$ cat src/rtl/tx_update_packer.sv
// tx_update_packer: drains per-worker {key,val} FIFOs round-robin into header+payload packets
// Ports:
//   clk, reset_n       clock, asynchronous active-low reset
//   tx_fifo_q          per-worker FIFO read data {key,val}, valid the cycle after a pop
//   tx_fifo_empty      per-worker FIFO empty
//   tx_fifo_rdreq      per-worker registered one-cycle pop
//   num_workers        runtime worker count, clamped to 1..MAX_NUM_WORKERS
//   pkt_data/valid/ready/sop/eop/dest  packet stream to the framer (header word then payload)
module tx_update_packer #(
  parameter int MAX_NUM_WORKERS = 4,
  parameter int DATA_WIDTH = 32,
  parameter int MAX_BATCH = 16
) (
  input  logic                                          clk,
  input  logic                                          reset_n,
  input  logic [MAX_NUM_WORKERS-1:0][2*DATA_WIDTH-1:0]  tx_fifo_q,
  input  logic [MAX_NUM_WORKERS-1:0]                    tx_fifo_empty,
  output logic [MAX_NUM_WORKERS-1:0]                    tx_fifo_rdreq,
  input  logic [$clog2(MAX_NUM_WORKERS):0]              num_workers,
  output logic [2*DATA_WIDTH-1:0]                       pkt_data,
  output logic                                          pkt_valid,
  input  logic                                          pkt_ready,
  output logic                                          pkt_sop,
  output logic                                          pkt_eop,
  output logic [$clog2(MAX_NUM_WORKERS)-1:0]            pkt_dest
);
  localparam int WW = $clog2(MAX_NUM_WORKERS);
  localparam int CW = $clog2(MAX_BATCH + 1);
  localparam int IW = $clog2(MAX_BATCH);
  localparam int PW = 2 * DATA_WIDTH;
  localparam logic [WW:0] NMAX = (WW+1)'(MAX_NUM_WORKERS);
  typedef enum logic [2:0] {SCAN, FETCH, WAIT, CAPTURE, HDR, PAYLOAD} state_e;
  state_e state_q, state_d;
  logic [WW-1:0] cur_q, cur_d, dest_q, dest_d;
  logic [WW:0] nw, nw_q, nw_d;
  logic [CW-1:0] cnt_q, cnt_d, cnt_inc;
  logic [IW-1:0] idx_q, idx_d;
  logic [31:0] seq_q, seq_d;
  logic [PW-1:0] data_q, data_d;
  logic valid_q, valid_d, sop_q, sop_d, eop_q, eop_d;
  logic [MAX_NUM_WORKERS-1:0] rd_q, rd_d;
  logic [PW-1:0] buf_q [MAX_BATCH];
  function automatic logic [WW-1:0] rr(input logic [WW-1:0] c, input logic [WW:0] n);
    // also folds an out-of-range cur (after num_workers shrank) back to worker 0
    return ({1'b0, c} >= n - 1'b1) ? '0 : c + 1'b1;
  endfunction
  assign nw = (num_workers == '0) ? (WW+1)'(1) : (num_workers > NMAX) ? NMAX : num_workers;
  assign cnt_inc = cnt_q + 1'b1;
  always_comb begin
    state_d = state_q;
    cur_d = cur_q;
    nw_d = nw_q;
    cnt_d = cnt_q;
    idx_d = idx_q;
    seq_d = seq_q;
    data_d = data_q;
    valid_d = valid_q;
    sop_d = sop_q;
    eop_d = eop_q;
    dest_d = dest_q;
    rd_d = '0;
    unique case (state_q)
      SCAN: begin
        nw_d = nw;
        if ({1'b0, cur_q} < nw && !tx_fifo_empty[cur_q]) begin
          state_d = FETCH;
          rd_d[cur_q] = 1'b1;
        end else begin
          cur_d = rr(cur_q, nw);
        end
      end
      FETCH: state_d = WAIT;
      WAIT: state_d = CAPTURE;
      CAPTURE: begin
        cnt_d = cnt_inc;
        // empty here already reflects the pop issued in FETCH
        if (cnt_inc == CW'(MAX_BATCH) || tx_fifo_empty[cur_q]) begin
          state_d = HDR;
          valid_d = 1'b1;
          sop_d = 1'b1;
          eop_d = 1'b0;
          dest_d = cur_q;
          data_d = PW'({8'hCA, 8'(cur_q), 16'(cnt_inc), seq_q});
        end else begin
          state_d = FETCH;
          rd_d[cur_q] = 1'b1;
        end
      end
      HDR: if (pkt_ready) begin
        state_d = PAYLOAD;
        idx_d = '0;
        sop_d = 1'b0;
        eop_d = (cnt_q == CW'(1));
        data_d = buf_q[0];
      end
      PAYLOAD: if (pkt_ready) begin
        if (eop_q) begin
          state_d = SCAN;
          seq_d = seq_q + 1'b1;
          cnt_d = '0;
          cur_d = rr(cur_q, nw_q);
          valid_d = 1'b0;
          eop_d = 1'b0;
          data_d = '0;
        end else begin
          idx_d = idx_q + 1'b1;
          eop_d = (CW'(idx_q) + CW'(2) == cnt_q);
          data_d = buf_q[idx_q + 1'b1];
        end
      end
      default: state_d = SCAN;
    endcase
  end
  always_ff @(posedge clk or negedge reset_n) begin
    if (!reset_n) begin
      state_q <= SCAN;
      cur_q <= '0;
      nw_q <= (WW+1)'(1);
      cnt_q <= '0;
      idx_q <= '0;
      seq_q <= '0;
      data_q <= '0;
      valid_q <= 1'b0;
      sop_q <= 1'b0;
      eop_q <= 1'b0;
      dest_q <= '0;
      rd_q <= '0;
    end else begin
      state_q <= state_d;
      cur_q <= cur_d;
      nw_q <= nw_d;
      cnt_q <= cnt_d;
      idx_q <= idx_d;
      seq_q <= seq_d;
      data_q <= data_d;
      valid_q <= valid_d;
      sop_q <= sop_d;
      eop_q <= eop_d;
      dest_q <= dest_d;
      rd_q <= rd_d;
    end
  end
  always_ff @(posedge clk) begin
    if (state_q == CAPTURE) buf_q[cnt_q[IW-1:0]] <= tx_fifo_q[cur_q];
  end
  assign tx_fifo_rdreq = rd_q;
  assign pkt_data = data_q;
  assign pkt_valid = valid_q;
  assign pkt_sop = sop_q;
  assign pkt_eop = eop_q;
  assign pkt_dest = dest_q;
endmodule

$ cat config.mk
export PLATFORM = sky130hd
export DESIGN_NAME = tx_update_packer
export DESIGN_NICKNAME = d
export VERILOG_FILES = /design/src/rtl/tx_update_packer.sv
export SDC_FILE = /design/constraint.sdc
export NUM_CORES = 1
export LEC_CHECK = 0
export BUFFER_PORTS_ARGS = -buffer_cell sky130_fd_sc_hd__buf_4
export CORE_UTILIZATION = 45
export DETAILED_ROUTE_END_ITERATION = 16
export PLACE_DENSITY_LB_ADDON = 0.25
export SYNTH_ARGS = -nofsm -noshare
export SYNTH_HDL_FRONTEND = slang
export SYNTH_SLANG_ARGS = --single-unit
$ cat constraint.sdc
create_clock -name clk -period 8.1 [get_ports clk]
set_input_delay 0 -clock clk [delete_from_list [all_inputs] [get_ports clk]]
set_output_delay 0 -clock clk [all_outputs]
set_load 0.01 [all_outputs]
==> run_results.csv <==
group,metric,value,unit
timing,clock_skew,32.5,ps
power_and_ir_drop,swShare,0.302,
worst_hold_path,holdPathEnd,"buf_q[4][16]",
synth,netlist_area,46600,sq um
synth,synth_top_flop_cell,"edfxtp_1",
cts,h-tree-depth,3,
cts,clk_latency,690,ps
routing,via_per_inst,5.96,
synth,ys_types,63,
worst_hold_path,min_from,"tx_fifo_q[16]",
timing,slew_headroom,0.205,
cts,path_clk_slew,60,ps
routing,totalWireLength,122,mm
power_and_ir_drop,vdd_ir_drop_max,0.365,mV
routing,antenna_left,0,
routing,via_count,25600,
cells_and_area,area_growth,19.6,%
placement,port_buffers,338,
timing,fmaxAchievable,231,MHz
cts,cts_tree,"yes",
floorplan,die_x,324,um
cts,cts_resized,0,
grt,grt_first_pass_wirelength,177,mm
timing,worstMarginPinSlew,1190,ps
power_and_ir_drop,p_comb_frac,0.303,
floorplan,rows,117,
grt,grt_max_degree,149,
power_and_ir_drop,totalPowerFinal,0.0193,W
timing,rsz0062_at_grt,"no",
placement,place_congestion,0.766,
cts,ctsLongestPathBuffers,3,
cts,cts-root-buf,"clkbuf_16",
grt,grt_pass1_vias,26500,
critical_path,startpoint_type,"register",
critical_path,r2r_setup_slack,3770,ps
timing,hold_viol,0,
cts,numCtsBuffers,111,
routing,wl_per_cell,28.5,um
floorplan,ios,339,
power_and_ir_drop,cellPowerDensity,346,nW/um^2
worst_hold_path,hold_path.class,"input port to register",
power_and_ir_drop,pwr-share-seq,0.418,
timing,slew_violations,0,
routing,initialDrtViolationCount,2743,
outcome,outcome,"completed",
floorplan,die-area,105000,sq um
cells_and_area,final_nets,3108,
floorplan,dieHeight,324,um
power_and_ir_drop,p_int,0.0135,W
synth,ys_ff_latch,1146,
routing,drt_first_pass_iters,5,
grt,grt_overflow,0,
job,drv_cap,0,
synth,syn_nets,2636,
grt,antenna_found_initial,2,
placement,dp_hpwl,64.2,mm
timing,setup_viol,0,
synth,yosysWarnings,0,
critical_path,path_max_fanout,148,
worst_hold_path,hold_depth,2,
routing,drcViolationCount,0,
power_and_ir_drop,clockPowerShare,0.279,
power_and_ir_drop,p_leak,18.8,nW
critical_path,critPathArrivalTime,4890,ps
cts,cts.sink_count,1146,
critical_path,worstPathRequired,8660,ps
critical_path,r2r_end,"pkt_data[54]",
timing,setup-tns-final,0,ps
timing,fin_crit,4330,ps
synth,async_flop_share,0.106,
critical_path,r2r_cells,6,
placement,post-place-cells,3950,
synth,synthCells,2352,
synth,synth_edf_count,1024,
critical_path,cp-end-kind,"register",
synth,syn_avg_cell_area,19.8,sq um
power_and_ir_drop,power.switching,0.00582,W
critical_path,r2r_start,"idx_q[0]",
floorplan,core_area,102000,sq um
timing,period_share,0.535,
cells_and_area,fill_cells,7887,
synth,ys_seq_area_frac,0.725,
grt,grt_use_total,0.235,
cells_and_area,drive_gt1_frac,0.326,
cts,cts_hold_buf,129,
cts,post-cts-setup-buffers,0,
cells_and_area,final-instance-count-excl-fill,4290,
critical_path,path_class,"register to register",
floorplan,start_util,0.456,
==> power groups by stage <==
| stage | registers, W | clock network, W | logic (W) |
|---|---|---|---|
| final | 0.00806 | 0.00539 | 0.00584 |
| after floorplan | 0.00793 | 0 | 0.00407 |
| after global placement | 0.00815 | 0 | 0.00552 |
| after detailed placement | 0.00818 | 0 | 0.00567 |
| after CTS | 0.00806 | 0.00546 | 0.00589 |
| after global routing | 0.00811 | 0.00569 | 0.00626 |
==> sequential cells by signal (all words and copies together), names as in the netlist <==
register,count
buf_q,1024
pkt_data,64
seq_q,32
cnt_q,5
idx_q,4
tx_fifo_rdreq,4
nw_q,3
state_q,3
cur_q,2
pkt_dest,2
pkt_eop,1
pkt_sop,1
pkt_valid,1
==> synth_stat cells (all sizes together) (2+ instances only) <==
library cell	number	share of area
nor2b	4	0.00054
or4	3	0.00048
nand2b	4	0.00054
a31oi	4	0.00054
a21oi	112	0.012
a21bo	2	0.00043
nor3	11	0.0014
clkbuf	75	0.0060
nand3	33	0.0035
buf	78	0.011
a21o	4	0.00064
and4	4	0.00075
o211ai	11	0.0018
edfxtp	1024	0.66
ha	18	0.0048
o21ai	15	0.0016
a22oi	2	0.00032
a2bb2oi	4	0.00075
a221o	22	0.0047
xnor2	31	0.0058
mux4	346	0.17
dfrtp	121	0.065
mux2i	4	0.00086
nand4	6	0.00081
inv	16	0.0013
a2111oi	31	0.0058
xor2	13	0.0026
and2	31	0.0042
and3	51	0.0068
a211oi	33	0.0053
nor2	21	0.0017
nand3b	2	0.00059
mux2	6	0.0014
or3	2	0.00027
nand2	190	0.015
==> worst max-delay path by stage <==
stage | from | to | cells past startpoint
2_1_floorplan | state_q[1] | buf_q[7][0] | 5
3_3_place_gp | idx_q[0] | pkt_data[54] | 6
3_5_place_dp | idx_q[0] | pkt_data[54] | 6
4_1_cts | idx_q[0] | pkt_data[54] | 6
5_1_grt | idx_q[0] | pkt_data[31] | 7
6_report | idx_q[0] | pkt_data[54] | 6
==> layout by cell type, fill, tap and decap left out, types with 32 or more instances in the layout <==
cell type      Yosys  final
nand3_1           33     32
buf_4             15    380
and3_1            51     44
a21oi_1          111    111
mux4_2           346    346
nand2_1          190    190
edfxtp_1        1024   1024
dlygate4sd3_1      0    128
a211oi_1          33     33
dfrtp_1          121    118
clkbuf_16          0    113
==> metrics by stage <==
step / setup WS [ps] / instance area, sq um / util / hold slack (ps)
2_1_floorplan: 2130 / 46600 / - / -296
3_3_place_gp: 3720 / 50600 / 0.495 / 101
3_5_place_dp: 3720 / 50600 / 0.495 / 111
4_1_cts: 3660 / 55800 / 0.546 / 0.148
5_1_grt: 3440 / 55800 / 0.546 / 35.7
6_report: 3770 / 55800 / 0.546 / 7.13
==> worst max-delay path, cell delays in order (launching register included) <==
cell and delay, ps:
dfrtp_4 1050, ha_4 820, buf_12 760, mux4_2 590, mux4_2 450, and2_1 160, a221o_1 250
==> cell type report <==
class / instances / area, sq um / share of cell area
inverters: 16 / 60.1 / 0.00108
diodes: 1 / 2.50 / 0.0000449
flip-flops and latches: 1146 / 33800 / 0.606
multi-input cells: 1037 / 12100 / 0.217
repair buffers: 512 / 4210 / 0.0755
clock buffers: 142 / 3020 / 0.0541
clock inverters: 68 / 833 / 0.0149
well taps: 1368 / 1710 / 0.0307
==> layer usage <==
metal	vias up	track usage	part of all wire
met1	13600	0.322	0.39
met5	-	0	0.000065
li1	10700	-	-
met3	145	0.0366	0.079
met4	2	0.0602	0.019
met2	1161	0.396	0.51
==> cell families after synthesis <==
logic type,Yosys count,share of synthesized area
flip-flops,1146,0.725
AND/OR/NAND/NOR,369,0.0381
multiplexers,356,0.170
AO/OA/AOI/OAI,250,0.0358
buffers and inverters,169,0.0180
XOR/XNOR,44,0.00843
adder cells (fa/ha/maj),18,0.00483
Power figures use the tool's default switching activity.
